===== src/rtl/socket_frame_arbiter.sv =====
// Round-robin frame arbiter: grants one upstream FWFT FIFO at a time for a whole frame.
// Optional stall timeout/abort is enabled with the SOCKET_ARB_TIMEOUT_EN macro.
module socket_frame_arbiter #(
  parameter int unsigned N_SRC       = 4,
  parameter int unsigned DATA_W      = 8,
  parameter int unsigned FRAME_LEN   = 16,
  parameter int unsigned TIMEOUT_CYC = 64,
  localparam int unsigned IdW        = (N_SRC > 1) ? $clog2(N_SRC) : 1
) (
  input  logic                    i_clk,
  input  logic                    i_rst,
  input  logic [N_SRC-1:0]        i_empty,
  input  logic [N_SRC*DATA_W-1:0] i_data,
  output logic [N_SRC-1:0]        o_rd_en,
  input  logic                    i_ready,
  output logic [DATA_W-1:0]       o_data,
  output logic                    o_valid,
  output logic                    o_sof,
  output logic                    o_eof,
  output logic [IdW-1:0]          o_src_id,
  output logic                    o_busy,
  output logic                    o_abort
);

  localparam int unsigned CntW = (FRAME_LEN > 1) ? $clog2(FRAME_LEN) : 1;
  localparam logic [CntW-1:0] CntLast = CntW'(FRAME_LEN - 1);

  typedef enum logic [0:0] {StIdle, StXfer} state_e;

  state_e            state_q, state_d;
  logic [IdW-1:0]    grant_q, grant_d;
  logic [IdW-1:0]    rr_ptr_q, rr_ptr_d;
  logic [CntW-1:0]   cnt_q, cnt_d;
  logic [DATA_W-1:0] data_q;
  logic [IdW-1:0]    src_q;
  logic              valid_q, sof_q, eof_q;
  logic              pop;
  logic              found;
  logic [IdW-1:0]    pick;
  logic              abort_d;

  assign pop = (state_q == StXfer) & ~i_empty[grant_q] & i_ready;

  // First non-empty source after the last one served.
  always_comb begin
    found = 1'b0;
    pick  = '0;
    for (int unsigned off = 1; off <= N_SRC; off++) begin
      logic [IdW-1:0] idx;
      idx = IdW'((32'(rr_ptr_q) + off) % N_SRC);
      if (!found && !i_empty[idx]) begin
        found = 1'b1;
        pick  = idx;
      end
    end
  end

  always_comb begin
    o_rd_en = '0;
    if (pop) o_rd_en[grant_q] = 1'b1;
  end

`ifdef SOCKET_ARB_TIMEOUT_EN
  localparam int unsigned StW = $clog2(TIMEOUT_CYC + 1);
  logic [StW-1:0] stall_q, stall_d;
  logic           stall_empty;
  logic           abort_q;

  // Only an empty source ages the frame; downstream back-pressure holds the count.
  assign stall_empty = (state_q == StXfer) & i_empty[grant_q] & i_ready;

  always_comb begin
    stall_d = stall_q;
    abort_d = 1'b0;
    if (state_q != StXfer || pop) begin
      stall_d = '0;
    end else if (stall_empty) begin
      if (stall_q == StW'(TIMEOUT_CYC - 1)) begin
        stall_d = '0;
        abort_d = 1'b1;
      end else begin
        stall_d = stall_q + StW'(1);
      end
    end
  end

  always_ff @(posedge i_clk or posedge i_rst) begin
    if (i_rst) begin
      stall_q <= '0;
      abort_q <= 1'b0;
    end else begin
      stall_q <= stall_d;
      abort_q <= abort_d;
    end
  end

  assign o_abort = abort_q;
`else
  logic unused_timeout;
  assign unused_timeout = ^TIMEOUT_CYC;
  assign abort_d        = 1'b0;
  assign o_abort        = 1'b0;
`endif

  always_comb begin
    state_d  = state_q;
    grant_d  = grant_q;
    rr_ptr_d = rr_ptr_q;
    cnt_d    = cnt_q;
    unique case (state_q)
      StIdle: begin
        if (found) begin
          grant_d = pick;
          cnt_d   = '0;
          state_d = StXfer;
        end
      end
      StXfer: begin
        if (pop) begin
          if (cnt_q == CntLast) begin
            cnt_d    = '0;
            rr_ptr_d = grant_q;
            state_d  = StIdle;
          end else begin
            cnt_d = cnt_q + CntW'(1);
          end
        end else if (abort_d) begin
          cnt_d    = '0;
          rr_ptr_d = grant_q;
          state_d  = StIdle;
        end
      end
      default: state_d = StIdle;
    endcase
  end

  always_ff @(posedge i_clk or posedge i_rst) begin
    if (i_rst) begin
      state_q  <= StIdle;
      grant_q  <= '0;
      rr_ptr_q <= IdW'(N_SRC - 1);
      cnt_q    <= '0;
    end else begin
      state_q  <= state_d;
      grant_q  <= grant_d;
      rr_ptr_q <= rr_ptr_d;
      cnt_q    <= cnt_d;
    end
  end

  always_ff @(posedge i_clk or posedge i_rst) begin
    if (i_rst) begin
      data_q  <= '0;
      src_q   <= '0;
      valid_q <= 1'b0;
      sof_q   <= 1'b0;
      eof_q   <= 1'b0;
    end else begin
      valid_q <= pop;
      sof_q   <= pop && (cnt_q == '0);
      eof_q   <= pop && (cnt_q == CntLast);
      if (pop) begin
        data_q <= i_data[grant_q*DATA_W +: DATA_W];
        src_q  <= grant_q;
      end
    end
  end

  assign o_data   = data_q;
  assign o_valid  = valid_q;
  assign o_sof    = sof_q;
  assign o_eof    = eof_q;
  assign o_src_id = src_q;
  assign o_busy   = (state_q == StXfer);

endmodule


===== config.mk =====
export PLATFORM = sky130hd
export DESIGN_NAME = socket_frame_arbiter
export DESIGN_NICKNAME = d
export VERILOG_FILES = /design/src/rtl/socket_frame_arbiter.sv
export SDC_FILE = /design/constraint.sdc
export NUM_CORES = 1
export LEC_CHECK = 0
export CORE_MARGIN = 5
export CORE_UTILIZATION = 42
export DETAILED_ROUTE_END_ITERATION = 10
export PLACE_DENSITY = 0.78
export SLEW_MARGIN = 30
export SYNTH_ARGS = -nofsm -noshare
export SYNTH_HDL_FRONTEND = slang
export SYNTH_SLANG_ARGS = --single-unit

===== constraint.sdc =====
create_clock -name i_clk -period 2.4 [get_ports i_clk]
set_clock_uncertainty 0.15 [all_clocks]
set_input_delay 0.36 -clock i_clk [delete_from_list [all_inputs] [get_ports i_clk]]
set_output_delay 0.36 -clock i_clk [all_outputs]
set_load 0.05 [all_outputs]

; Word level (Yosys, flattened, before mapping)
; Cells that the tools add are included.
[classes]
addsub = 5
order_cmp = 6
eq_ne = 3
shifts = 1
muxes = 29
bitwise_logic = 4
n_reduce_logical = 15
[ops]
columns = op, count
row1 = $shiftx 32x6->8, 1
row2 = $mux 4, 4
row3 = $lt 2x3->1 const B, 5
row4 = $mux 1, 13
row5 = $bmux 1 s2, 5
row6 = $mux 2, 4
row7 = $pmux 4 s2, 1
row8 = $logic_and 1x1->1, 6
row9 = $logic_not 1->1, 5
row10 = $add 2x1->2 const B, 2
row11 = $add 2x2->2 const B, 2
row12 = $add 4x1->4 const B, 1
row13 = $eq 4x4->1 const B, 1
row14 = $logic_not 4->1, 1
row15 = $reduce_and 2->1, 2
row16 = $reduce_and 3->1, 1
row17 = $and 1x1->1, 2
row18 = $demux 1 s2, 1
row19 = $ge 2x1->1 const B, 1
row20 = $ne 2x1->1 const B, 1
row21 = $ne 2x2->1 const B, 1
row22 = $not 1->1, 2
row23 = $pmux 1 s2, 1
[totals]
register_bits = 22
output_inout_bits = 19
word_cells = 72

; Longest topological paths before layout
; Gate-level depths: netlist (run 1).
[logic_depth]
word_depth = 14
mapped_depth = 7

; Worst setup path before layout (run 1)
; OpenSTA, ideal clock, no wires.
[synth_timing]
path_type = register to output
start = reg state_q, in the netlist o_busy
end = out o_rd_en[1]
arrival_time_ns = 1.996
setup_slack_ns = -0.106
stages_incl_launch_ff = 3
cell_sequence = dfrtp_1 -> nand3_1 -> nor3_1
[synth_via]
elab_chain_cells = 3
[synth_rtl]
columns = element, line
row1 = start: declaration, 30  ; state_e state_q, state_d;
row2 = start signal: assignment, 139  ; state_q <= StIdle;
row3 = start signal: assignment, 144  ; state_q <= state_d;
row4 = $and 1x1->1 (2 in a row), 42  ; assign pop = (state_q == StXfer) & ~i_empty[grant_q] & i_ready;
row5 = $mux 4, 60  ; if (pop) o_rd_en[grant_q] = 1'b1;
row6 = end: declaration, 14  ; output logic [N_SRC-1:0] o_rd_en,
; No other way between the ends.

; Final worst setup path (run 1)
[layout_timing]
start = reg grant_q[0]
end = out o_rd_en[3]
[layout_via]
elab_chain_cells = 6
word_cells_on_any_way = 11
cone_classes = order compare: 2 / mux: 5 / bitwise: 3 / reduce/logical: 1
[layout_rtl]
columns = element, line
row1 = start: declaration, 31  ; logic [IdW-1:0] grant_q, grant_d;
row2 = start signal: assignment, 145  ; grant_q <= grant_d;
row3 = "parallel branches: the longest is 5 deep, another holds $lt 2x3->1", -
row4 = $mux 4 *, 60
; Every way passes the cells marked *. The select of a mux whose other input is x is not followed.

==> results.py, run 1 <==
metrics = {
    "run_status": {
        "status": "finished, final reports clean",
    },
    "power": {
        "switching_share_pct": 43.78,
        "p_leak_nw": 0.8676,
        "combPwrFrac_pct": 62.2,
        "power_frac_seq_pct": 30.2,
        "peakVddDrop_mv": 0.5709,
        "p_sw_mw": 0.9833,
        "p_int_mw": 1.263,
        "power_density_mw_per_mm2": 1099,
        "power_frac_clock_pct": 7.6,
    },
    "synth": {
        "synth_edf_count": 0,
        "synth_cell_types": 34,
        "synth_seq_cells": 22,
        "ys_seq_area_share_pct": 40.48,
        "synth_top_cell_area_share_pct": 36.63,
        "synthTopCellsByArea": "dfrtp_1 (37%), mux4_2 (15%), mux2_4 (8.8%), mux2_2 (4.9%), dfstp_2 (3.8%)",
        "synthArstFlopShare_pct": 100.0,
        "synth_area_leader_cell": "dfrtp_1",
        "synthCells": 110,
        "syn-cell-area_sq_mm": 0.001366,
        "synth.avg_cell_area_sq_um": 12.42,
        "synth_warnings": 0,
        "synth_ff_type": "dfrtp_1",
        "syn_nets": 151,
    },
    "die": {
        "die_y_um": 67.04,
        "initial_core_util_pct": 44.39,
        "core-area_sq_mm": 0.003078,
        "io_pins": 58,
        "dieArea_sq_mm": 0.004494,
        "rows": 20,
        "die_w_um": 67.04,
    },
    "sta": {
        "max-slew-margin-rel_pct": 63.66,
        "period_needed_ps": 2209,
        "finalSetupViolCount": 0,
        "finalCritPeriodShare_pct": 92.03,
        "hold_viol": 0,
        "fmax_mhz": 452.7,
        "slew_viol_final": 0,
        "worstMarginPinSlew_ps": 544.5,
        "rsz0062_at_grt": "no",
        "tns_ps": 0,
    },
    "clock_tree": {
        "ctsRootBufferMaster": "clkbuf_4",
        "ctsResizeCount": 0,
        "clock_sinks": 22,
        "cts_hold_buf": 0,
        "cts_tree": "built",
        "post_cts_buffers": 0,
        "h-tree-depth": 1,
        "clock_latency_ps": 300,
        "clockBufferDepth": 2,
        "numCtsBuffers": 3,
        "path_clk_slew_ps": 120,
    },
    "global_routing": {
        "track_usage_pct": 16.29,
        "grt_start_max_net_pins": 16,
        "antenna_found_initial": 0,
        "grt_pass1_wl_mm": 5.499,
        "grt.overflow.total": 0,
        "grt_pass1_vias": 1146,
    },
    "critical_path": {
        "r2r_setup_slack_ps": 470,
        "crit_path_start_kind": "flop",
        "required_ps": 1890,
        "worstPathMaxFanout": 8,
        "cp-end-kind": "output pin",
        "crit_family": "flip-flops",
        "slowest_delay_ps": 620,
        "worst-setup-path-type": "reg -> out",
        "path_cells": "nand3_1 > nor3_1 > buf_12",
        "r2r-start": "grant_q[0]",
        "critical_path_buf_inv_count": 1,
        "worst_ep_arrival_time_ps": 1700,
        "slowest_stage": "dfrtp_1",
        "regToRegEndpoint": "o_data[3]",
        "reg2reg_depth": 5,
    },
    "finish": {
        "nNetsFinal": 211,
        "fill_cells": 235,
        "utilization_pct": 66.38,
        "drive_above_1_share_pct": 24.85,
        "diodes": 0,
        "areaGrowthSynthToFinish_pct": 49.54,
    },
    "run": {
        "drv_cap": 0,
    },
    "routing": {
        "ant_nets": 0,
        "avgRoutedWirePerCell_um": 15.99,
        "viasPerCell": 5.319,
        "drc": 0,
        "dr_total_vias": 1133,
        "dr.first_iter.drc_count": 34,
        "drtPass1Iterations": 4,
        "routed_wl_mm": 3.405,
    },
    "placement": {
        "hpwl_mm": 2.801,
        "port_buffers": 56,
        "gp_congestion": 0.7209,
    },
    "worst_hold_path": {
        "hp-class": "in -> async",
    },
}
[worst max path at each step]
stage / depth (start not counted) / to / start
floorplan: 2 / o_rd_en[1] / o_busy
global placement: 4 / rr_ptr_q[0] / i_empty[3]
detailed placement: 6 / o_data[3] / i_empty[3]
CTS: 3 / o_rd_en[3] / grant_q[0]
global route: 3 / o_rd_en[1] / grant_q[0]
finish: 3 / o_rd_en[3] / grant_q[0]
[power by group through the flow]
stage / combinational (mW) / clock [mW] / sequential (mW)
after floorplan: 0.720 / 0 / 0.949
after global placement: 1.37 / 0 / 0.681
after detailed placement: 1.41 / 0 / 0.683
after CTS: 1.41 / 0.178 / 0.677
after global routing: 1.48 / 0.195 / 0.707
final: 1.40 / 0.172 / 0.678
[layout by cell type, fill, tap and decap left out, drive strengths merged]
master | netlist | final
mux4 | 9 | 9
nand4 | 2 | 2
a21oi | 4 | 4
nor2 | 8 | 8
o21ai | 4 | 4
and2 | 2 | 2
ha | 2 | 2
nand3 | 2 | 2
buf | 5 | 10
nor3 | 3 | 3
o22ai | 2 | 2
nor2b | 1 | 1
clkbuf | 2 | 4
dfstp | 2 | 2
conb | 1 | 1
and4 | 1 | 1
nand2b | 1 | 1
a21o | 2 | 2
nor4b | 1 | 1
a31oi | 2 | 2
nand2 | 7 | 7
xnor2 | 1 | 1
dfrtp | 20 | 20
or3 | 1 | 1
nand4b | 1 | 1
mux2 | 14 | 14
mux2i | 2 | 2
inv | 7 | 7
a211oi | 1 | 1
clkdlybuf4s50 | 0 | 52
[synth_stat cells (2+ instances only)]
cell / number
dfrtp_1: 20
mux4_2: 9
mux2_4: 8
nor2_1: 8
inv_1: 7
nand2_1: 7
mux2_2: 6
a21oi_1: 4
o21ai_0: 4
a21o_1: 2
a31oi_1: 2
and2_1: 2
buf_6: 2
clkbuf_1: 2
dfstp_2: 2
ha_1: 2
mux2i_1: 2
nand3_1: 2
nand4_1: 2
nor3_1: 2
o22ai_1: 2
[per-stage QoR]
step | instances | power [mW] | cell area [sq um] | setup slack [ps] | hold WS, ps
3_5_place_dp | 209 | 2.093 | 2017 | 175.7 | 326.2
2_1_floorplan | 110 | 1.669 | 1366 | -106.5 | 197.7
5_1_grt | 213 | 2.380 | 2043 | 18.54 | 299.4
3_3_place_gp | 209 | 2.048 | 2017 | 229.9 | 325.4
4_1_cts | 213 | 2.267 | 2043 | 135.8 | 260.4
6_report | 213 | 2.246 | 2043 | 191.2 | 246.1
[sequential cells by signal, summed over array words and instances (netlist names)]
| register | count |
|---|---|
| o_busy | 1 |
| o_data | 8 |
| o_valid | 1 |
| grant_q | 2 |
| o_src_id | 2 |
| rr_ptr_q | 2 |
| o_sof | 1 |
| o_eof | 1 |
| cnt_q | 4 |
[logic make-up after synthesis]
group	Yosys count	share of synthesized area, %
adders and majority gates	2	1.831
and+or+nand+nor	30	12.91
muxes	25	30.04
DFF	22	40.48
xor gates and xnor gates	1	0.6411
other	1	0.2745
buffers and inverters	14	6.502
AOI/OAI and AO/OA	15	7.326
[per-layer routing]
layer	GRT usage (%)	vias up	routed length [um]	part of all wire, %
li1	-	514	-	-
met1	19.96	543	1248	37
met2	28.22	69	1690	50
met3	3.879	7	418	12
met4	4.557	0	47	1.4
met5	0	-	0	0
[worst register-to-register path, stage by stage, from the launching register on]
cell	delay, ps
dfrtp_1	620
nand3_1	250
a211oi_4	280
nor2b_4	80
buf_12	160
mux2_4	300
[cell type report]
cell class	count	area (sq um)	share of cell area [%]
Clock buffer	4	26.28	1.286
Sequential cell	22	553.0	27.07
Multi-Input combinational cell	74	724.4	35.46
Inverter	7	26.28	1.286
Tap cell	44	55.05	2.694
Timing Repair Buffer	62	658.1	32.21
(Power assumes the default switching activity.)
==> run 2, diff against run 1 <==
CORE_UTILIZATION = 39   (was 42)
PLACE_DENSITY = 0.73   (was 0.78)
==> results.py, run 2 (synthesis gave the netlist of run 1 again) <==
metrics = {
    "finish": {
        "diodes": 0,
        "layout_common_cells": "clkdlybuf4s50_1 (52), dfrtp_1 (20), mux4_2 (9)",
        "largest_register_ffs": 8,
        "areaGrowthSynthToFinish_pct": 49.18,
        "utilization_pct": 60.60,
        "stdcell_area_sq_mm": 0.002038,
        "fill_cells": 294,
        "final_common_cell": "clkdlybuf4s50_1",
        "drive_above_1_share_pct": 24.40,
        "nNetsFinal": 210,
    },
    "critical_path": {
        "crit_path_start_kind": "flop",
        "critical_path_buf_inv_count": 3,
        "slowest_delay_ps": 470,
        "worst-setup-path-type": "reg -> out",
        "worstPathMaxFanout": 13,
        "cp-end-kind": "output pin",
        "path_cells": "buf_4 > inv_1 > nor3_1 > buf_12",
        "worst_ep_arrival_time_ps": 1670,
        "required_ps": 1890,
        "slowest_stage": "dfrtp_1",
        "crit_family": "buffers and inverters",
    },
    "clock_tree": {
        "ctsResizeCount": 0,
        "cts_hold_buf": 0,
        "cts_tree": "built",
        "post_cts_buffers": 0,
        "path_clk_slew_ps": 120,
        "numCtsBuffers": 3,
        "h-tree-depth": 1,
        "clockBufferDepth": 2,
        "ctsRootBufferMaster": "clkbuf_4",
        "clock_sinks": 22,
        "clock_latency_ps": 300,
    },
    "die": {
        "core-area_sq_mm": 0.003363,
        "rows": 21,
        "initial_core_util_pct": 40.62,
        "die_y_um": 69.19,
        "dieArea_sq_mm": 0.004787,
        "die_w_um": 69.19,
        "io_pins": 58,
    },
    "routing": {
        "avgRoutedWirePerCell_um": 15.58,
        "dr.first_iter.drc_count": 47,
        "dr_total_vias": 1062,
        "dr_wl_met2_mm": 1.811,
        "drtPass1Iterations": 4,
        "met3_length_um": 180,
        "viasPerCell": 4.963,
        "routed.top_layer": "met4",
        "routed_wl_mm": 3.334,
        "ant_nets": 0,
        "drc": 0,
        "wirelength_met1_mm": 1.305,
    },
    "power": {
        "combPwrFrac_pct": 62.3,
        "power_frac_clock_pct": 7.7,
        "switching_share_pct": 43.43,
        "peakVddDrop_mv": 0.4660,
        "p_leak_nw": 0.8622,
        "p_sw_mw": 0.9683,
        "power_density_mw_per_mm2": 1094,
        "power_frac_seq_pct": 29.9,
        "design_power_total_mw": 2.230,
        "p_int_mw": 1.261,
    },
    "sta": {
        "worstMarginPinSlew_ps": 639.1,
        "period_needed_ps": 2181,
        "rsz0062_at_grt": "no",
        "hold_viol": 0,
        "slew_viol_final": 0,
        "max-slew-margin-rel_pct": 57.34,
        "fin_ws_ps": 219.4,
        "finalSetupViolCount": 0,
        "fin_hold_ws_ps": 281.4,
        "fmax_mhz": 458.6,
        "finalCritPeriodShare_pct": 90.86,
    },
    "run_status": {
        "status": "finished, final reports clean",
    },
    "global_routing": {
        "grt.overflow.total": 0,
        "antenna_found_initial": 0,
        "grt_start_max_net_pins": 18,
        "grt_pass1_wl_mm": 5.623,
        "track_usage_pct": 14.53,
        "grt_pass1_vias": 1151,
    },
    "placement": {
        "gp_congestion": 0.8836,
        "port_buffers": 56,
        "pre_cts_slack_ps": 112.2,
        "hpwl_mm": 2.732,
        "post_dp_cell_area_sq_mm": 0.002012,
    },
    "worst_hold_path": {
        "hp-class": "in -> async",
    },
    "run": {
        "drv_cap": 0,
    },
}
-- run 2: area by class of cell --
cell class,count,area (sq um),share of cell area (%)
inverter,7,26.28,1.289
sequential,22,553.0,27.13
timing repair buffer,61,650.6,31.92
tap,46,57.56,2.824
multi-input combinational,74,724.4,35.54
clock buffer,4,26.28,1.289
-- run 2: through the flow --
step                      setup TNS (ps)  std cells
after floorplan                   -212.9        110
after CTS                              0        214
after global placement                 0        210
after global routing                   0        214
after detailed placement               0        210
final                                  0        214
-- run 2: power by group through the flow --
| stage | combinational (mW) | sequential, mW | clock, mW |
|---|---|---|---|
| floorplan | 0.720 | 0.949 | 0 |
| global placement | 1.38 | 0.667 | 0 |
| detailed placement | 1.40 | 0.673 | 0 |
| CTS | 1.41 | 0.667 | 0.179 |
| global route | 1.48 | 0.693 | 0.201 |
| finish | 1.39 | 0.667 | 0.172 |
-- run 2: final timing paths --
kind,from,endpoint,slack (ps),depth (start not counted)
max reg2reg,grant_q[1],cnt_q[1],450,6
max,grant_q[1],o_rd_en[3],220,4
min,i_rst,cnt_q[2],280,2
max in group asynchronous,i_rst,o_data[4],1280,3
min reg2reg,o_src_id[0],o_src_id[0],370,1
min in group i_clk,o_src_id[0],o_src_id[0],370,1
-- run 2: worst register-to-register path: cells and delay by family, from the launching register on --
kind,cells,cell delay (ps)
simple gates,2,400
flops,1,470
compound gates,1,60
mux,1,340
buf+inv,2,420
-- run 2: routing by layer --
metal	up-vias	global-route usage (%)
li1	511	-
met1	509	16.59
met3	4	4.203
met4	0	3.905
met2	38	26.27
met5	-	0
